[config.mk]
export PLATFORM = sky130hd
export DESIGN_NAME = clock_set_ctrl
export DESIGN_NICKNAME = d
export VERILOG_FILES = /design/src/rtl/clk_cal_pkg.sv /design/src/rtl/btn_conditioner.sv /design/src/rtl/clock_set_ctrl.sv
export SDC_FILE = /design/constraint.sdc
export NUM_CORES = 1
export LEC_CHECK = 0
export ABC_CLOCK_PERIOD_IN_PS = 2540
export BUFFER_PORTS_ARGS = -buffer_cell sky130_fd_sc_hd__buf_2
export CORE_UTILIZATION = 63
export CTS_CLUSTER_SIZE = 10
export DETAILED_ROUTE_END_ITERATION = 10
export HOLD_SLACK_MARGIN = 0.05
export PLACE_DENSITY = 0.78
export SLEW_MARGIN = 20
export SYNTH_ARGS = -nofsm -noshare
export SYNTH_HDL_FRONTEND = slang
export SYNTH_SLANG_ARGS = --single-unit
[constraint.sdc]
create_clock -name clk -period 2.54 [get_ports clk]
set_input_delay 0.508 -clock clk [delete_from_list [all_inputs] [get_ports clk]]
set_output_delay 0.508 -clock clk [all_outputs]
set_load 0.02 [all_outputs]
[src/rtl/clk_cal_pkg.sv]
// Shared definitions for the clock/calendar block, its front-panel controller
// and the display mux: field indices, setup FSM states and blink phase.
package clk_cal_pkg;

    localparam logic [2:0] FIELD_SEC  = 3'd0;
    localparam logic [2:0] FIELD_MIN  = 3'd1;
    localparam logic [2:0] FIELD_HR   = 3'd2;
    localparam logic [2:0] FIELD_DAY  = 3'd3;
    localparam logic [2:0] FIELD_MON  = 3'd4;
    localparam logic [2:0] FIELD_YR   = 3'd5;
    localparam logic [2:0] FIELD_LAST = FIELD_YR;

    typedef enum logic {
        ST_RUN = 1'b0,
        ST_SET = 1'b1
    } set_state_e;

    typedef enum logic {
        BLINK_OFF = 1'b0,
        BLINK_ON  = 1'b1
    } blink_phase_e;

    // Advance the edited field, wrapping from the last field back to seconds.
    function automatic logic [2:0] next_field(input logic [2:0] f);
        return (f >= FIELD_LAST) ? FIELD_SEC : f + 3'd1;
    endfunction

endpackage

[src/rtl/btn_conditioner.sv]
// Raw push-button conditioning: 2-flop synchronizer, debounce, press pulse
// and optional hold-to-repeat.
//   clk, rst_n : clock, asynchronous active-low reset
//   i_btn      : raw button level, asynchronous to clk
//   i_cancel   : abandons any running repeat until the next press
//   o_level    : debounced level
//   o_press    : one-cycle pulse on the debounced 0->1 transition
//   o_repeat   : one-cycle repeat pulse while held (only when REPEAT_EN)
module btn_conditioner
    import clk_cal_pkg::*;
#(
    parameter int unsigned DEB_CYCLES   = 20000,
    parameter bit          REPEAT_EN    = 1'b0,
    parameter int unsigned REPEAT_DELAY = 10000000,
    parameter int unsigned REPEAT_RATE  = 2500000
) (
    input  logic clk,
    input  logic rst_n,
    input  logic i_btn,
    input  logic i_cancel,
    output logic o_level,
    output logic o_press,
    output logic o_repeat
);

    localparam int unsigned DW   = (DEB_CYCLES > 1) ? $clog2(DEB_CYCLES) : 1;
    localparam int unsigned RMAX = (REPEAT_DELAY > REPEAT_RATE) ? REPEAT_DELAY : REPEAT_RATE;
    localparam int unsigned RW   = $clog2(RMAX + 1);
    localparam logic [DW-1:0] DEB_LAST  = DW'(DEB_CYCLES - 1);
    localparam logic [RW-1:0] RPT_DELAY = RW'(REPEAT_DELAY);
    localparam logic [RW-1:0] RPT_RATE  = RW'(REPEAT_RATE);

    logic          r_sync1, r_sync2, r_level, r_press;
    logic [DW-1:0] r_deb_cnt;
    logic          r_rep_act, r_rep_rate;
    logic [RW-1:0] r_rep_cnt;
    logic          w_deb_done, w_rep_fire;
    logic [RW-1:0] w_rep_target;

    // The counter runs only while the synchronized sample differs from the
    // accepted level, so any sample equal to the level restarts it.
    assign w_deb_done = (r_sync2 != r_level) && (r_deb_cnt == DEB_LAST);

    always_ff @(posedge clk or negedge rst_n) begin
        if (!rst_n) begin
            r_sync1   <= 1'b0;
            r_sync2   <= 1'b0;
            r_level   <= 1'b0;
            r_press   <= 1'b0;
            r_deb_cnt <= '0;
        end else begin
            r_sync1 <= i_btn;
            r_sync2 <= r_sync1;
            r_press <= w_deb_done && r_sync2;
            if (r_sync2 == r_level) begin
                r_deb_cnt <= '0;
            end else if (w_deb_done) begin
                r_level   <= r_sync2;
                r_deb_cnt <= '0;
            end else begin
                r_deb_cnt <= r_deb_cnt + 1'b1;
            end
        end
    end

    // r_rep_cnt counts cycles since the press (delay phase) or since the last
    // repeat (rate phase); it restarts at 1 so it never passes its target.
    assign w_rep_target = r_rep_rate ? RPT_RATE : RPT_DELAY;
    assign w_rep_fire   = r_rep_act && r_level && (r_rep_cnt == w_rep_target);

    always_ff @(posedge clk or negedge rst_n) begin
        if (!rst_n) begin
            r_rep_act  <= 1'b0;
            r_rep_rate <= 1'b0;
            r_rep_cnt  <= '0;
        end else if (!r_level || i_cancel) begin
            r_rep_act  <= 1'b0;
            r_rep_rate <= 1'b0;
            r_rep_cnt  <= '0;
        end else if (r_press) begin
            r_rep_act  <= 1'b1;
            r_rep_rate <= 1'b0;
            r_rep_cnt  <= RW'(1);
        end else if (w_rep_fire) begin
            r_rep_rate <= 1'b1;
            r_rep_cnt  <= RW'(1);
        end else if (r_rep_act) begin
            r_rep_cnt  <= r_rep_cnt + 1'b1;
        end
    end

    assign o_level  = r_level;
    assign o_press  = r_press;
    // Repeat logic is constant-folded away when REPEAT_EN is 0.
    assign o_repeat = REPEAT_EN & w_rep_fire;

endmodule

[src/rtl/clock_set_ctrl.sv]
// Front-panel controller turning mode/next/up/down buttons into the calendar
// setting interface, with inactivity timeout and edit-field blink.
//   clk, rst_n          : clock, asynchronous active-low reset
//   tick_1s             : one-cycle pulse per second
//   btn_mode/next/up/down : raw buttons, active high, asynchronous
//   set_mode            : 1 while in setup
//   field_sel           : field being edited (FIELD_SEC..FIELD_YR)
//   inc, dec            : one-cycle adjust pulses
//   field_blank         : 1 during the blink off-phase in setup
module clock_set_ctrl
    import clk_cal_pkg::*;
#(
    parameter int unsigned DEB_CYCLES   = 20000,
    parameter int unsigned REPEAT_DELAY = 10000000,
    parameter int unsigned REPEAT_RATE  = 2500000,
    parameter int unsigned TIMEOUT_S    = 30
) (
    input  logic       clk,
    input  logic       rst_n,
    input  logic       tick_1s,
    input  logic       btn_mode,
    input  logic       btn_next,
    input  logic       btn_up,
    input  logic       btn_down,
    output logic       set_mode,
    output logic [2:0] field_sel,
    output logic       inc,
    output logic       dec,
    output logic       field_blank
);

    localparam int unsigned TW = $clog2(TIMEOUT_S + 1);
    localparam logic [TW-1:0] TO_LAST = TW'(TIMEOUT_S);

    logic w_mode_lvl, w_mode_press, w_mode_rep;
    logic w_next_lvl, w_next_press, w_next_rep;
    logic w_up_lvl, w_up_press, w_up_rep;
    logic w_dn_lvl, w_dn_press, w_dn_rep;
    logic w_updn_both, w_up_ev, w_dn_ev;
    logic w_unused;

    // Both adjust buttons held: suppress their events and kill any repeat.
    assign w_updn_both = w_up_lvl & w_dn_lvl;

    btn_conditioner #(.DEB_CYCLES(DEB_CYCLES), .REPEAT_EN(1'b0),
                      .REPEAT_DELAY(REPEAT_DELAY), .REPEAT_RATE(REPEAT_RATE))
    u_mode (.clk(clk), .rst_n(rst_n), .i_btn(btn_mode), .i_cancel(1'b0),
            .o_level(w_mode_lvl), .o_press(w_mode_press), .o_repeat(w_mode_rep));

    btn_conditioner #(.DEB_CYCLES(DEB_CYCLES), .REPEAT_EN(1'b0),
                      .REPEAT_DELAY(REPEAT_DELAY), .REPEAT_RATE(REPEAT_RATE))
    u_next (.clk(clk), .rst_n(rst_n), .i_btn(btn_next), .i_cancel(1'b0),
            .o_level(w_next_lvl), .o_press(w_next_press), .o_repeat(w_next_rep));

    btn_conditioner #(.DEB_CYCLES(DEB_CYCLES), .REPEAT_EN(1'b1),
                      .REPEAT_DELAY(REPEAT_DELAY), .REPEAT_RATE(REPEAT_RATE))
    u_up (.clk(clk), .rst_n(rst_n), .i_btn(btn_up), .i_cancel(w_updn_both),
          .o_level(w_up_lvl), .o_press(w_up_press), .o_repeat(w_up_rep));

    btn_conditioner #(.DEB_CYCLES(DEB_CYCLES), .REPEAT_EN(1'b1),
                      .REPEAT_DELAY(REPEAT_DELAY), .REPEAT_RATE(REPEAT_RATE))
    u_down (.clk(clk), .rst_n(rst_n), .i_btn(btn_down), .i_cancel(w_updn_both),
            .o_level(w_dn_lvl), .o_press(w_dn_press), .o_repeat(w_dn_rep));

    assign w_unused = ^{w_mode_lvl, w_mode_rep, w_next_lvl, w_next_rep};
    assign w_up_ev  = !w_updn_both && (w_up_press || w_up_rep);
    assign w_dn_ev  = !w_updn_both && (w_dn_press || w_dn_rep);

    set_state_e   r_state, w_state_nx;
    blink_phase_e r_phase, w_phase_nx;
    logic [2:0]    r_field, w_field_nx;
    logic [TW-1:0] r_tcnt, w_tcnt_nx, w_tcnt_inc;
    logic          w_inc_nx, w_dec_nx;
    logic          r_set_mode, r_inc, r_dec, r_blank;

    assign w_tcnt_inc = r_tcnt + 1'b1;

    // Event priority: mode > next > up/down > tick; losers are dropped.
    always_comb begin
        w_state_nx = r_state;
        w_phase_nx = r_phase;
        w_field_nx = r_field;
        w_tcnt_nx  = r_tcnt;
        w_inc_nx   = 1'b0;
        w_dec_nx   = 1'b0;
        case (r_state)
            ST_RUN: begin
                if (w_mode_press) begin
                    w_state_nx = ST_SET;
                    w_field_nx = FIELD_SEC;
                    w_tcnt_nx  = '0;
                    w_phase_nx = BLINK_ON;
                end
            end
            ST_SET: begin
                if (w_mode_press) begin
                    w_state_nx = ST_RUN;
                    w_tcnt_nx  = '0;
                end else if (w_next_press) begin
                    w_field_nx = next_field(r_field);
                    w_tcnt_nx  = '0;
                    w_phase_nx = BLINK_ON;
                end else if (w_up_ev) begin
                    w_inc_nx   = 1'b1;
                    w_tcnt_nx  = '0;
                    w_phase_nx = BLINK_ON;
                end else if (w_dn_ev) begin
                    w_dec_nx   = 1'b1;
                    w_tcnt_nx  = '0;
                    w_phase_nx = BLINK_ON;
                end else if (tick_1s) begin
                    w_phase_nx = (r_phase == BLINK_ON) ? BLINK_OFF : BLINK_ON;
                    if (w_tcnt_inc == TO_LAST) begin
                        w_state_nx = ST_RUN;
                        w_tcnt_nx  = '0;
                    end else begin
                        w_tcnt_nx  = w_tcnt_inc;
                    end
                end
            end
            default: w_state_nx = ST_RUN;
        endcase
    end

    always_ff @(posedge clk or negedge rst_n) begin
        if (!rst_n) begin
            r_state    <= ST_RUN;
            r_phase    <= BLINK_ON;
            r_field    <= FIELD_SEC;
            r_tcnt     <= '0;
            r_set_mode <= 1'b0;
            r_inc      <= 1'b0;
            r_dec      <= 1'b0;
            r_blank    <= 1'b0;
        end else begin
            r_state    <= w_state_nx;
            r_phase    <= w_phase_nx;
            r_field    <= w_field_nx;
            r_tcnt     <= w_tcnt_nx;
            r_set_mode <= (w_state_nx == ST_SET);
            r_inc      <= w_inc_nx;
            r_dec      <= w_dec_nx;
            r_blank    <= (w_state_nx == ST_SET) && (w_phase_nx == BLINK_OFF);
        end
    end

    assign set_mode    = r_set_mode;
    assign field_sel   = r_field;
    assign inc         = r_inc;
    assign dec         = r_dec;
    assign field_blank = r_blank;

endmodule

==> impl_summary.log <==
INFO  metric max-vdd-ir-drop = 565.1 uV
INFO  metric syn_to_final_growth = 13.20%
INFO  metric drtAntennaViolNets = 0
INFO  metric grt_usage = 0.2653
INFO  metric leakage = between 3 and 4 nW
INFO  metric numPortBuffers = 13
INFO  metric final_tns_setup = 0 ps
INFO  metric root_buffer = sky130_fd_sc_hd__clkbuf_8
INFO  metric timing.slew.headroom = 0.4851
INFO  metric final-max-slew-violation-count = 0
INFO  metric finalCoreUtilization = 0.7322
INFO  metric cp_max_fo = 5
INFO  metric synth_cell_type_count = 54
INFO  metric coreArea = approximately 0.011 sq mm
INFO  metric grt_start_max_net_pins = 62
INFO  metric power.density_cell_area = between 600 and 700 mW/mm^2
INFO  metric fp.dieW = between 100 and 150 microns
INFO  metric min_path_type = input port to flop
INFO  metric cp-start-kind = flop
INFO  metric number_of_global_route_vias_before_repair = just over 5000
INFO  metric synth_xor_area_frac = 0.1249
INFO  metric final.setup_skew = 7.384 ps
INFO  metric synth.area.mux_share = 0.01499
INFO  metric critical_path.cell_chain = nor4b_1 > nand3b_1 > a2111oi_4 > nor2_1 > a31oi_2 > mux2i_1
INFO  metric synth.avg_cell_area = around 9.6 sq um
INFO  metric critPathArrivalTime = between 2000 and 3000 ps
INFO  metric synth_fa_ha_area_frac = 0.02141
INFO  metric cts_buffer_depth = 2
INFO  metric synth_simple_gate_area_frac = 0.2664
INFO  metric floorplan.die_area = roughly 0.012 sq mm
INFO  metric tritoncts = built
INFO  metric antenna_violations_before_repair = 0
INFO  metric fp.dieH = about 110 microns
INFO  metric yosys_most_used_dff = sky130_fd_sc_hd__dfrtp_1
INFO  metric finalCriticalPeriod = between 2000 and 2500 ps
INFO  metric post_synth_instance_area = between 0.007 and 0.008 sq mm
INFO  metric worst_setup_path_type = flop to flop
INFO  metric critical_path_required = around 3000 ps
INFO  metric synth_edf_count = 0
INFO  metric initialDrtViolationCount = 502
INFO  metric overflow = 0
INFO  metric detailroute.via_count = about 5200
INFO  metric tritoncts.num_buffers = 17
INFO  metric cpPeakStageDelay = 510 ps
INFO  metric layout-drive-gt1-share = 0.09375
INFO  metric synth-warning-count = 0
INFO  metric grt.met2_usage = 0.4364
INFO  metric synth_async_sr_flop_share = 1.000
INFO  metric synth_top_family_by_area = simple AND/OR/NAND/NOR gates
INFO  metric final.fill_count = 743
INFO  metric rsz_0062_raised_after_global_routing = false
INFO  metric worstSkewPairLatency = 550 ps
INFO  metric clock_sinks = 141
INFO  metric detail_route.drc_violations = 0
INFO  metric path_clk_slew = around 60 ps
INFO  metric grt.busiest_layer = met2
INFO  metric grt_first_pass_wirelength = ~24 mm
INFO  metric synth_compound_area_frac = 0.04265
INFO  metric fmax = around 420 MHz
INFO  metric drv.max_cap_violation_count = 0
INFO  metric final_net_count = ~770
INFO  metric post-dp-hpwl = 9.084 mm
INFO  metric initial_utilization = 0.6468
INFO  metric min_period_over_period = 0.9397
INFO  metric antenna-diode-count = 0
INFO  metric crit_slowest_cell = sky130_fd_sc_hd__a2111oi_4
INFO  metric synthesis.instances = between 700 and 800
INFO  metric syn-num-nets = roughly 750
INFO  metric drt_pre_antenna_iters = 7
INFO  metric setup_violations = 0
INFO  metric postRouteWirelength = 13.77 mm
INFO  metric cts.repair_timing.setup_buffer_count = 0
INFO  metric htree_num_levels = 4
INFO  metric synth.yosys.seq_area_share = 0.5034
INFO  metric worst_pin_slew = approximately 760 ps
INFO  metric per_cell_routed_wire_length = 15.16 microns
INFO  metric final_estimated_routing_congestion_in_global_placement = between 0.8 and 0.9
INFO  metric avgViaCountPerCell = roughly 5.8
INFO  metric num_rows = 38
INFO  metric yosys_register_bits = roughly 140
INFO  metric hold_violations = 0
INFO  metric timing.critical_path.to_type = flop
INFO  metric grt.met1_usage = 0.3367
INFO  metric globalRouteMet3Util = 0.07869
INFO  metric run_status = finished clean
INFO  metric top_level_ports = 14
## through the flow
| stage | setup WS, ps | area [sq um] | hold WS [ps] | cells | power, mW |
|---|---|---|---|---|---|
| 2_1_floorplan | 515.7 | 7012 | 212.4 | 728 | 2.769 |
| 3_3_place_gp | 292.6 | 7254 | 333.9 | 871 | 2.894 |
| 3_5_place_dp | 182.2 | 7254 | 334.7 | 871 | 2.925 |
| 4_1_cts | 168.9 | 7885 | 50.69 | 904 | 5.517 |
| 5_1_grt | 8.290 | 7938 | 287.7 | 908 | 5.706 |
| 6_report | 153.1 | 7938 | 287.4 | 908 | 5.496 |
## cell usage after synthesis (all sizes together), types with 12 or more instances
cell type | count | area [sq um]
nor2 | 146 | 548.0
nor3 | 16 | 80.08
ha | 12 | 150.1
clkbuf | 13 | 48.80
xnor2 | 35 | 306.5
and3 | 22 | 137.6
nand3 | 55 | 275.3
xor2 | 65 | 569.3
a21oi | 12 | 60.06
inv | 26 | 97.59
nand4 | 26 | 162.7
nand2 | 52 | 195.2
dfrtp | 140 | 3503
## metal layers
metal  up-vias  part of all wire
met3        18             0.033
met1      2596              0.45
met4         0             0.013
li1       2538                 -
met5         -                 0
met2        97              0.50
## layout by cell type, fill, tap and decap left out, types with 5 or more instances in the layout
master,netlist,routed
sky130_fd_sc_hd__o21ai_0,5,5
sky130_fd_sc_hd__inv_1,26,26
sky130_fd_sc_hd__a21oi_1,12,12
sky130_fd_sc_hd__nor4b_1,6,6
sky130_fd_sc_hd__buf_4,1,11
sky130_fd_sc_hd__buf_2,3,12
sky130_fd_sc_hd__nor2_1,146,146
sky130_fd_sc_hd__xnor2_1,35,35
sky130_fd_sc_hd__xor2_1,65,65
sky130_fd_sc_hd__nand3_1,55,55
sky130_fd_sc_hd__nor4_1,8,8
sky130_fd_sc_hd__nor3_1,16,16
sky130_fd_sc_hd__and3_1,22,22
sky130_fd_sc_hd__nand2b_1,8,8
sky130_fd_sc_hd__nor2b_1,5,5
sky130_fd_sc_hd__dfrtp_1,140,140
sky130_fd_sc_hd__nand2_1,52,52
sky130_fd_sc_hd__nand4_1,26,26
sky130_fd_sc_hd__ha_1,12,12
sky130_fd_sc_hd__clkbuf_16,0,16
sky130_fd_sc_hd__mux2i_1,6,6
sky130_fd_sc_hd__dlygate4sd3_1,0,5
sky130_fd_sc_hd__and4_1,6,6
## worst max-delay path: cells and delay by family (launching register included)
family / cells / cell delay, ps
compound gates: 2 / 820
simple gates: 3 / 800
flops: 1 / 440
mux: 1 / 240
## worst paths after layout
check	slack (ps)	to	start	cells past startpoint
worst max-delay path	150	r_tcnt[1]	u_up.r_rep_cnt[14]	6
worst min-delay path	290	r_tcnt[0]	tick_1s	3
worst max register to register	150	r_tcnt[1]	u_up.r_rep_cnt[14]	6
worst min register to register	350	u_mode.r_sync2	u_mode.r_sync1	0
max in group asynchronous	1230	r_phase	rst_n	3
min in group asynchronous	490	u_down.r_rep_cnt[16]	rst_n	2
## state kept, by name, summed over array words and instances (netlist names), 3 cells and up
| signal | flops |
|---|---|
| u_down.r_rep_cnt | 24 |
| u_up.r_rep_cnt | 24 |
| u_down.r_deb_cnt | 15 |
| u_mode.r_deb_cnt | 15 |
| u_next.r_deb_cnt | 15 |
| u_up.r_deb_cnt | 15 |
| r_tcnt | 5 |
| field_sel | 3 |
## power by group
group | switching (mW) | total, mW | leakage, nW | internal (mW)
Sequential | 0.115 | 2.45 | 1.92 | 2.33
Clock | 0.970 | 2.59 | 0.297 | 1.62
Combinational | 0.279 | 0.459 | 1.14 | 0.180
Total | 1.36 | 5.50 | 3.37 | 4.13
## cell type report
cell class / count / area, sq um / share of cell area
Sequential cell: 141 / 3530 / 0.4447
Multi-Input combinational cell: 540 / 3311 / 0.4171
Clock buffer: 18 / 427.9 / 0.05391
Timing Repair Buffer: 29 / 203.9 / 0.02569
Clock inverter: 14 / 192.7 / 0.02427
Tap cell: 140 / 175.2 / 0.02207
Inverter: 26 / 97.59 / 0.01230
## cells by family (layout without fill, tap and decap cells)
family          count (synthesis)  after routing
compound gates                 39             39
xor+xnor                      100            100
fa+ha+maj                      12             12
buf+inv                        47             87
flops                         141            141
mux                            10             10
simple gates                  379            379
## timing repair
action                                 CTS  global route
hold buffers                             1             4
setup endpoints to repair                0             2
gates resized for setup                  0             1
endpoints found under the hold margin   57             4
Note: power is estimated with default switching activity, not from simulation.
